`src/rtl/alu_sched_pkg.sv`:
```
// Shared types for the ALU issue scheduler: per-slot state encoding and
// the supported issue-port ceiling.
package alu_sched_pkg;

    typedef enum logic [1:0] {
        EMPTY  = 2'd0,
        WAIT   = 2'd1,
        READY  = 2'd2,
        ISSUED = 2'd3
    } slot_state_t;

    localparam int MAX_NALU = 4;

endpackage

```
`src/rtl/sched_rot.sv`:
```
// Barrel rotator over an N-bit slot vector. Output bit i takes input bit
// (i + amt) mod N, so rotating by the commit head puts the oldest slot at
// bit 0, and rotating by -base moves an age-ordered mask back to slot order.
module sched_rot #(
    parameter int N  = 32,
    parameter int LN = $clog2(N)
) (
    input  logic [N-1:0]  din,
    input  logic [LN-1:0] amt,
    output logic [N-1:0]  dout
);

    logic [LN-1:0] src;

    // N is a power of two, so the LN-bit sum wraps modulo N for free.
    always_comb begin
        dout = '0;
        src  = '0;
        for (int i = 0; i < N; i++) begin
            src     = LN'(i) + amt;
            dout[i] = din[src];
        end
    end

endmodule

```
`src/rtl/alu_issue_sched.sv`:
```
// Oldest-first issue scheduler for the integer ALU cluster. Holds a 2-bit
// state per commit slot and each cycle hands up to NALU READY entries, in
// age order from the commit head, to the ALU ports that can accept them.
module alu_issue_sched
    import alu_sched_pkg::*;
#(
    parameter int NCOMMIT  = 32,
    parameter int LNCOMMIT = $clog2(NCOMMIT),
    parameter int NALU     = 2
) (
    input  logic                     clk,
    input  logic                     reset,
    input  logic [LNCOMMIT-1:0]      head,
    input  logic [NCOMMIT-1:0]       alloc_mask,
    input  logic [NCOMMIT-1:0]       alloc_rdy,
    input  logic [NCOMMIT-1:0]       wake_mask,
    input  logic [NCOMMIT-1:0]       replay_mask,
    input  logic [NCOMMIT-1:0]       done_mask,
    input  logic                     kill_valid,
    input  logic [LNCOMMIT-1:0]      kill_from,
    input  logic [NALU-1:0]          issue_ready,
    output logic [NALU-1:0]          issue_valid,
    output logic [NALU*LNCOMMIT-1:0] issue_slot,
    output logic [LNCOMMIT:0]        pending_count
);

    slot_state_t          st_p1  [NCOMMIT];
    slot_state_t          st_nxt [NCOMMIT];
    logic [LNCOMMIT:0]    pend_nxt;

    logic [NCOMMIT-1:0]   ready_vec;
    logic [NCOMMIT-1:0]   ready_rot;
    logic [NCOMMIT-1:0]   kill_therm;
    logic [NCOMMIT-1:0]   kill_mask;
    logic [LNCOMMIT-1:0]  kill_len;
    logic [LNCOMMIT-1:0]  kill_amt;
    logic [NCOMMIT-1:0]   fire_mask;
    logic [NALU-1:0][NCOMMIT-1:0] remain;

    // Lowest set bit of v: {found, index}.
    function automatic logic [LNCOMMIT:0] ffs(input logic [NCOMMIT-1:0] v);
        logic [LNCOMMIT:0] r;
        r = '0;
        for (int i = NCOMMIT - 1; i >= 0; i--) begin
            if (v[i]) r = {1'b1, LNCOMMIT'(i)};
        end
        return r;
    endfunction

    // READY vector in slot order, the input to age-ordered selection.
    always_comb begin
        ready_vec = '0;
        for (int s = 0; s < NCOMMIT; s++) begin
            ready_vec[s] = (st_p1[s] == READY);
        end
    end

    sched_rot #(.N(NCOMMIT), .LN(LNCOMMIT)) u_rot_ready (
        .din  (ready_vec),
        .amt  (head),
        .dout (ready_rot)
    );

    // Kill range in age order starting at kill_from is a thermometer of
    // length (head - kill_from); kill_from == head yields an empty range.
    always_comb begin
        kill_len   = head - kill_from;
        kill_amt   = '0 - kill_from;
        kill_therm = '0;
        for (int i = 0; i < NCOMMIT; i++) begin
            kill_therm[i] = kill_valid && (LNCOMMIT'(i) < kill_len);
        end
    end

    sched_rot #(.N(NCOMMIT), .LN(LNCOMMIT)) u_rot_kill (
        .din  (kill_therm),
        .amt  (kill_amt),
        .dout (kill_mask)
    );

    assign remain[0] = ready_rot;

    // Cascaded find-first-set, one stage per port. A stalled port takes
    // nothing and passes the whole candidate set on to the next port.
    for (genvar p = 0; p < NALU; p++) begin : g_pick
        logic [LNCOMMIT:0] hit;
        logic              take;

        assign hit  = ffs(remain[p]);
        assign take = issue_ready[p] & hit[LNCOMMIT];
        assign issue_valid[p] = take;
        assign issue_slot[p*LNCOMMIT +: LNCOMMIT] =
            take ? (hit[LNCOMMIT-1:0] + head) : '0;

        if (p < NALU - 1) begin : g_next
            assign remain[p+1] = take
                ? (remain[p] & ~(NCOMMIT'(1) << hit[LNCOMMIT-1:0]))
                : remain[p];
        end
    end

    // Slots whose READY -> ISSUED handshake completes at this edge.
    always_comb begin
        fire_mask = '0;
        for (int p = 0; p < NALU; p++) begin
            if (issue_valid[p] && issue_ready[p]) begin
                fire_mask[issue_slot[p*LNCOMMIT +: LNCOMMIT]] = 1'b1;
            end
        end
    end

    // Per-slot next state; allocation beats a same-cycle kill so a freshly
    // renamed op survives, and replay only cancels ops already issued.
    always_comb begin
        pend_nxt = '0;
        for (int s = 0; s < NCOMMIT; s++) begin
            st_nxt[s] = st_p1[s];
            if (alloc_mask[s]) begin
                st_nxt[s] = alloc_rdy[s] ? READY : WAIT;
            end else if (kill_mask[s] && st_p1[s] != EMPTY) begin
                st_nxt[s] = EMPTY;
            end else if (done_mask[s]) begin
                st_nxt[s] = EMPTY;
            end else if (replay_mask[s] && st_p1[s] == ISSUED) begin
                st_nxt[s] = WAIT;
            end else if (fire_mask[s]) begin
                st_nxt[s] = ISSUED;
            end else if (wake_mask[s] && st_p1[s] == WAIT) begin
                st_nxt[s] = READY;
            end
            if (st_nxt[s] == WAIT || st_nxt[s] == READY) begin
                pend_nxt = pend_nxt + (LNCOMMIT + 1)'(1);
            end
        end
    end

    // Slot state and pending population registers.
    always_ff @(posedge clk or negedge reset) begin
        if (!reset) begin
            for (int s = 0; s < NCOMMIT; s++) begin
                st_p1[s] <= EMPTY;
            end
            pending_count <= '0;
        end else begin
            for (int s = 0; s < NCOMMIT; s++) begin
                st_p1[s] <= st_nxt[s];
            end
            pending_count <= pend_nxt;
        end
    end

endmodule

```
`config.mk`:
```
export PLATFORM = sky130hd
export DESIGN_NAME = alu_issue_sched
export DESIGN_NICKNAME = d
export VERILOG_FILES = /design/src/rtl/alu_sched_pkg.sv /design/src/rtl/sched_rot.sv /design/src/rtl/alu_issue_sched.sv
export SDC_FILE = /design/constraint.sdc
export NUM_CORES = 1
export LEC_CHECK = 0
export BUFFER_PORTS_ARGS = -buffer_cell sky130_fd_sc_hd__buf_2
export CORE_MARGIN = 2
export CORE_UTILIZATION = 35
export CTS_CLUSTER_DIAMETER = 40
export DETAILED_ROUTE_END_ITERATION = 10
export MAX_ROUTING_LAYER = met4
export SLEW_MARGIN = 40
export SYNTH_ARGS = -nofsm -noshare
export SYNTH_HDL_FRONTEND = slang
export SYNTH_SLANG_ARGS = --single-unit
export TNS_END_PERCENT = 100
```
`constraint.sdc`:
```
create_clock -name clk -period 36.1 [get_ports clk]
set_input_delay 1.805 -clock clk [delete_from_list [all_inputs] [get_ports clk]]
set_output_delay 1.805 -clock clk [all_outputs]
set_load 0.02 [all_outputs]
```
Word-level counts from Yosys, hierarchy flattened
Index checks and enable logic that the tools add are counted.
- output and inout bits: 18
- bits of input ports: 175
- logic and storage cells: 1049
- register bits: 70
- reduce and logical (&&, ||, !) cells: 196
- multiplexer cells: 457
- bitwise operators: 5
- add/sub/neg operators: 97
- shifts and indexed selects: 1
- equality and inequality tests: 160
- magnitude comparators: 100
- operators by type and width (kind ; count):
    two-way mux 6 bit ; 95
    two-way mux 2 bit ; 224
    less-than comparator 5 x 6 -> 1 bit (second input constant) ; 66
    binary-select mux 1 bit (select 5 bit) ; 64
    equality test 2 bit (second input constant) ; 96
    adder 6 x 1 -> 6 bit (second input constant) ; 31
    adder 5 bit (first input constant) ; 32
    logical AND 1 bit ; 132
    equality test 2 x 1 -> 1 bit (second input constant) ; 64
    two-way mux 32 bit ; 3
    adder 4 x 5 -> 5 bit (first input constant) ; 16
    less-than comparator 5 bit (first input constant) ; 16
    two-way mux 1 bit ; 67
    nonzero test 2 bit ; 32
    adder 3 x 5 -> 5 bit (first input constant) ; 8
    less-than comparator 4 x 5 -> 1 bit (first input constant) ; 8
    AND 32 bit ; 1
    logical OR 1 bit ; 32
    NOT 32 bit ; 1
    OR 32 bit ; 1
    left shift 1 x 5 -> 32 bit (first input constant) ; 1
    adder 2 x 5 -> 5 bit (first input constant) ; 4
    less-than comparator 3 x 5 -> 1 bit (first input constant) ; 4
    adder 1 x 5 -> 5 bit (first input constant) ; 2
    other kinds (9) ; 16

Logic depth before layout (Yosys ltp)
Gate-level depths: netlist of the first run.
- word-level depth: 149
- depth in mapped cells: 140

By module
A second synthesis of the first run with hierarchy kept.
- cells, all modules: 2488
- area total of the unflattened synthesis: 18931.9 um^2
- by module, submodules not included (module ; sequential area each (um^2) ; cells each ; instances ; area an instance (um^2)):
    alu_issue_sched ; 1751.7 ; 1730 ; 1 ; 12708.4
    sched_rot ; 0.0 ; 379 ; 2 ; 3111.7

Least setup slack after synthesis of the first run
Ideal clock, no wire load.
- path kind: in2reg
- start point: input head[0]
- end point: register pending_count[5]
- setup time: 134 ps
- buffers on the path: 9
- slack: 8543 ps
- stages on the path: 133
- required time: 35966 ps
- data arrival time: 27423 ps
- cell sequence: buf_6 > buf_8 > buf_8 > buf_6 > buf_6 > inv_1 > ha_1 > xnor2_1 > buf_2 > buf_2 > mux4_2 > mux4_2 > nor4_1 > o31ai_1 > a2111o_1 > o21a_1 > buf_6 > nor3_2 > [97 not listed] > inv_1 > o21ai_0 > ha_1 > a21oi_1 > o21ai_0 > ha_1 > mux2_2 > ha_1 > mux2_2 > ha_1 > mux2_2 > ha_1 > mux2_2 > ha_1 > mux2_2 > a41o_1 > nand3_1 > xnor3_1
- word-level cells in the longest chain between the ends: 149
- elaborated cells between the ends (all ways): 664
- classes of those cells: add/sub: 65; order compare: 36; eq/ne: 64; shift: 1; mux: 393; bitwise: 5; reduce/logical: 100
- RTL lines (element ; line ; source):
    start: declaration ; alu_issue_sched.sv:13 ; input logic [LNCOMMIT-1:0] head,
    adder 5 bit ; sched_rot.sv:20 ; src = LN'(i) + amt;
    binary-select mux 1 bit (select 5 bit) ; sched_rot.sv:21 ; dout[i] = din[src];
    two-way mux 1 bit (implied by the code) ; sched_rot.sv:21 ;
    two-way mux 6 bit (32 in a row) ; alu_issue_sched.sv:45 ; if (v[i]) r = {1'b1, LNCOMMIT'(i)};
    left shift 1 x 5 -> 32 bit ; alu_issue_sched.sv:97 ; ? (remain[p] & ~(NCOMMIT'(1) << hit[LNCOMMIT-1:0]))
    NOT 32 bit ; alu_issue_sched.sv:97 ;
    AND 32 bit ; alu_issue_sched.sv:97 ;
    two-way mux 32 bit ; alu_issue_sched.sv:97 ;
    [103 not listed] ; n/a ;
    two-way mux 6 bit ; alu_issue_sched.sv:131 ; if (st_nxt[s] == WAIT || st_nxt[s] == READY) begin
    adder 6 x 1 -> 6 bit ; alu_issue_sched.sv:132 ; pend_nxt = pend_nxt + (LNCOMMIT + 1)'(1);
    two-way mux 6 bit ; alu_issue_sched.sv:131 ;
    adder 6 x 1 -> 6 bit ; alu_issue_sched.sv:132 ;
    two-way mux 6 bit ; alu_issue_sched.sv:131 ;
    adder 6 x 1 -> 6 bit ; alu_issue_sched.sv:132 ;
    two-way mux 6 bit * ; alu_issue_sched.sv:131 ;
    named net pend_nxt[5] ; alu_issue_sched.sv:29 ; logic [LNCOMMIT:0] pend_nxt;
    end signal: assignment ; alu_issue_sched.sv:148 ; pending_count <= pend_nxt;
    end: declaration ; alu_issue_sched.sv:24 ; output logic [LNCOMMIT:0] pending_count
The timed path passes the listed nets; every way through them passes the cells marked *. The select of a mux whose other input is x is not followed.

Worst setup path after layout of the first run
- start point: input head[1]
- end point: register pending_count[5]
The elaborated chain is that of the path after synthesis.

==> results of run 1 <==
[metal layers]
| layer | share of wire | GRT usage |
|---|---|---|
| met4 | 0.048 | 0.123 |
| met1 | 0.43 | 0.363 |
| met2 | 0.45 | 0.439 |
| met3 | 0.064 | 0.0350 |
| met5 | 0 | - |
[registers in the layout, indices dropped and copies added (netlist names)]
name           count
st_p1             64
pending_count      6
[logic make-up (layout without fill, tap and decap cells)]
family | Yosys count | after routing | synth area share
xor+xnor | 196 | 196 | 0.113
simple gates | 898 | 898 | 0.285
mux | 165 | 165 | 0.126
flops | 70 | 70 | 0.0985
fa+ha+maj | 89 | 89 | 0.0609
buf+inv | 245 | 372 | 0.0680
compound gates | 648 | 648 | 0.249
[Yosys cell counts (28+ instances only)]
master      n  area, um^2
nand2_1   226         848
nor2_1    151         567
o21ai_0   149         746
inv_1     132         495
a21oi_1   129         646
xnor2_1   116        1020
dfrtp_1    70        1750
mux2i_1    70         701
ha_1       68         851
xor2_1     56         490
nand2b_1   51         319
mux2_2     48         541
clkbuf_1   47         176
nor3_1     45         225
nand3_1    41         205
nor4_1     40         250
mux4_2     38         856
a31oi_1    37         231
nor3b_1    34         255
nand3b_1   30         225
a211oi_1   29         218
and2_1     29         181
nand4_1    28         175
[worst paths after layout]
check / to / startpoint / slack [ns]
min in group asynchronous: st_p1[53] / reset / 1.29
worst max register to register: pending_count[5] / st_p1[21] / 7.72
worst min-delay path: st_p1[23] / st_p1[23] / 0.76
worst max-delay path: pending_count[5] / head[1] / 5.56
worst min register to register: st_p1[23] / st_p1[23] / 0.76
max in group asynchronous: st_p1[15] / reset / 33.94
[metrics by stage]
stage | utilization | area (um^2) | instances
after floorplan | - | 17800 | 2311
after global placement | 0.381 | 19100 | 3094
after detailed placement | 0.382 | 19200 | 3094
after CTS | 0.388 | 19400 | 3110
after global routing | 0.388 | 19500 | 3110
final | 0.388 | 19500 | 3110
[worst max-delay path, delay by kind of cell]
family / cells / cell delay, ns
multiplexers: 13 / 3.90
AO/OA/AOI/OAI: 42 / 7.05
adder cells (fa/ha/maj): 32 / 9.60
XOR/XNOR: 5 / 2.05
buffers and inverters: 6 / 1.00
AND/OR/NAND/NOR: 30 / 5.32
[cell type report]
class                   instances  area [um^2]  share of cell area
well taps                     672          841              0.0432
flip-flops and latches         70         1750              0.0900
clock inverters                 7         53.8             0.00276
repair buffers                218         1170              0.0600
multi-input cells            1996        14900               0.766
clock buffers                   9          225              0.0116
inverters                     138          523              0.0269
==> metrics, run 1 <==
status finished clean; Post-synth ARST share 1.00; final setup fails 0; final setup margin ~5.6 ns; final net count 2678; Worst Skew 0.0134 ns; via count 19200; root buffer cell clkbuf_16; kind of critical path input port to flip-flop; Worst Path Required around 36 ns; Mapped Area around 18000 um^2; Inserted Diodes 0; worst hold stages 2; Slew HR 0.418; Initial Utilization 0.354; sequential area share after synthesis 0.0985; layout cells sized above 1 0.173; Cells after Synth 2311; FP Rows 82; post-CTS sizing 0; # hold bufs at CTS 0; CTS tree built; hpwl dp 62100 um; Area Overhead vs Synth 9.51%; initial antenna violation count 0; Max Clk Rate 0.0327 GHz; synthesized net count 2556; DRT iter0 DRCs about 1800; DIE AREA 52600 um^2; clk slew on worst S/H paths 0.07 ns; min-delay worst type flip-flop to flip-flop; Placement Setup Slack 5.54 ns; commonest non-fill, non-tap cells in the layout nand2_1 (226), buf_2 (190), nor2_1 (151), o21ai_0 (148), inv_1 (132); htree depth 3; Main synth FF type dfrtp_1; worst-skew pair later-pin latency 0.37 ns; die width 229 um; actual slew at the worst max-slew pin 0.865 ns; setup TNS 0 ns; Yosys reg bits 70; max cap viols 0; Critical Path Max Stage Delay 0.69 ns; Max Slew Vio Count 0; die height 229 um; Yosys cell types 127; Sink Count 70; gpl congestion 0.987; global route overflow 0; Worst setup EP type flip-flop; Warnings, synthesis 0; final worst-path cycle share 0.846; final worst path period need 30.54 ns; reg2reg path depth 125; crit path DAT 30.79 ns; Routed WL 74800 um; startpoint types input port; crit-path max FO 38; GRT Util Overall 0.281; residual DRC count 0; DR pass1 iterations 5; cell mode on critical path ha_1; Via density 6.17; top-level port count 193; vias in the first global route between 15000 and 20000; most common cell after layout, fill and taps aside nand2_1; DR WL/cell 24.0 um; unrepaired setup endpoints after global routing false; CTS max path bufs 2; Core Box Area about 50000 um^2; pin count of the biggest net entering global routing 113; first-pass GRT wire length 110000 um; EDFF count, synth 0; PortBufs 192; Fillers around 5200; WHS 0.757 ns; post-route ant nets 0; CP max-delay cell or4_1; # Post-CTS Setup Buffers 0; final hold vios 0; Avg Cell Area, Syn 7.69 um^2; TritonCTS Buffers 9
Power of run 1 is not shown: default switching activity piles up to over one toggle a cycle in this logic, so the estimate is an artifact.
==> inputs of run 2 (changes only) <==
==> constraint.sdc (replaced) <==
create_clock -name clk -period 27.6 [get_ports clk]
set_input_delay 1.38 -clock clk [delete_from_list [all_inputs] [get_ports clk]]
set_output_delay 1.38 -clock clk [all_outputs]
set_load 0.02 [all_outputs]
==> run 2 against run 1 <==
Effect of this change:
- first-iteration DRC count up 9.5%
- hold slack better by 0.036 ns
- sequential share of layout area down 0.61 points
- cell count up 3.7%
- sequential cell count unchanged
- worst setup slack worse by 4.4 ns
- critical path depth down 1
- die area unchanged
==> metrics, run 2 (synthesis gave the netlist of run 1 again) <==
layout cells sized above 1 0.232; reg2reg path depth 124; final core area utilization 0.416; largest register by flop count st_p1; multi-input logic area 15300 um^2; via count 19800; Min-Delay Endpoint st_p1[21]; DR pass1 iterations 7; initial antenna violation count 4; most common cell after layout, fill and taps aside nand2_1; Sink Count 70; CP delay by family, top adder cells; crit-path max FO 9; pin count of the biggest net entering global routing 73; final worst-path cycle share 0.959; CTS tree built; TritonCTS Buffers 9; final setup fails 0; Routed WL about 75000 um; flop2flop setup slack 2.10 ns; DIE AREA 52600 um^2; max reg flops 64; crit path DAT ~27 ns; Fillers 5134; Worst Path Required 27.85 ns; CP Depth 127; actual slew at the worst max-slew pin 0.993 ns; min-delay worst type flip-flop to flip-flop; htree depth 3; Area Overhead vs Synth 17.5%; final net count 2789; die height 229 um; hpwl dp 61500 um; GR Util met2 0.455; GRT Util Overall 0.280; Max Clk Rate ~0.038 GHz; final hold vios 0; status finished clean; startpoint types input port; register area 1750 um^2; global routing usage on met1 0.350; root buffer cell clkbuf_16; DR WL/cell 23.2 um; Buf/Inv on CP 9; post-route ant nets 0; max cap viols 0; die width 229 um; Worst setup EP type flip-flop; worst hold stages 3; first-pass GRT wire length 111000 um; worst-skew pair later-pin latency between 0.3 and 0.4 ns; global route overflow 0; vias in the first global route 18700; hold path startpoint st_p1[20]; PortBufs approximately 190; met3 usage 0.0291; R2R Path Start st_p1[15]; DRT iter0 DRCs 1992; Worst Skew 0.0165 ns; commonest non-fill, non-tap cells in the layout nand2_1 (226), buf_2 (190), nor2_1 (151), o21ai_0 (142), inv_1 (129); Slew HR 0.319; top-level port count 193; gr busiest metal met2; Critical Path Max Stage Delay 0.55 ns; top flop regs st_p1 (64), pending_count (6); FP Rows 82; Max Slew Vio Count 0; # hold bufs at CTS 0; residual DRC count 0; Initial Utilization 0.354; Via density 6.14; R2R Path End pending_count[5]; CTS max path bufs 2; kind of critical path input port to flip-flop; final worst path period need 26.46 ns; gpl congestion 1.01; CP max-delay cell or4b_4; clk slew on worst S/H paths 0.06 ns; Core Box Area roughly 50000 um^2; cell mode on critical path ha_1
[run 2: cell type report]
type / count / area share
Antenna cell: 4 / 0.000479
Clock buffer: 10 / 0.0114
Clock inverter: 5 / 0.00282
Inverter: 138 / 0.0254
Multi-Input combinational cell: 1996 / 0.733
Sequential cell: 70 / 0.0839
Tap cell: 672 / 0.0403
Timing Repair Buffer: 329 / 0.103
[run 2: worst reg2reg max path, delay by kind of cell, from the launching register on]
kind	cells	cell delay [ns]
muxes	14	3.85
buffers and inverters	6	0.56
DFF	1	0.55
xor gates and xnor gates	3	0.71
AOI/OAI and AO/OA	41	5.74
and+or+nand+nor	30	5.21
adders and majority gates	30	8.69
[run 2: how the worst max path moves through the flow]
stage	slack, ns	to	start
after global placement	0.26	pending_count[5]	head[1]
after detailed placement	-0.52	pending_count[5]	head[1]
after floorplan	0.47	pending_count[5]	head[0]
after global routing	-0.11	pending_count[5]	head[1]
final	1.14	pending_count[5]	head[1]
after CTS	0.01	pending_count[5]	head[1]
[run 2: stage by stage]
| step | instance area [um^2] | instances | setup slack [ns] | setup TNS [ns] | hold slack, ns |
|---|---|---|---|---|---|
| floorplan | 17800 | 2311 | 0.468 | 0 | 0.601 |
| finish | 20900 | 3224 | 1.14 | 0 | 0.793 |
| detailed placement | 19800 | 3175 | -0.522 | -1.60 | 0.744 |
| CTS | 20100 | 3192 | 0.00956 | 0 | 0.758 |
| global route | 20900 | 3223 | -0.107 | -0.137 | 0.810 |
| global placement | 19800 | 3175 | 0.261 | 0 | 0.730 |
[run 2: per-layer routing]
layer / wire length, um / vias up / part of all wire
li1: - / 9158 / -
met1: 31300 / 9703 / 0.42
met2: 34900 / 770 / 0.47
met3: 4640 / 175 / 0.062
met4: 3910 / 0 / 0.052
met5: 0 / - / 0
[run 2: what timing repair did]
action / in CTS / in global routing
setup buffers: 2 / 23
endpoints found under the hold margin: 0 / 0
gates resized for setup: 5 / 89
setup endpoints to repair: 3 / 5
pin swaps: 0 / 25
gates cloned: 0 / 3
Power of run 2 is left out for the same reason.
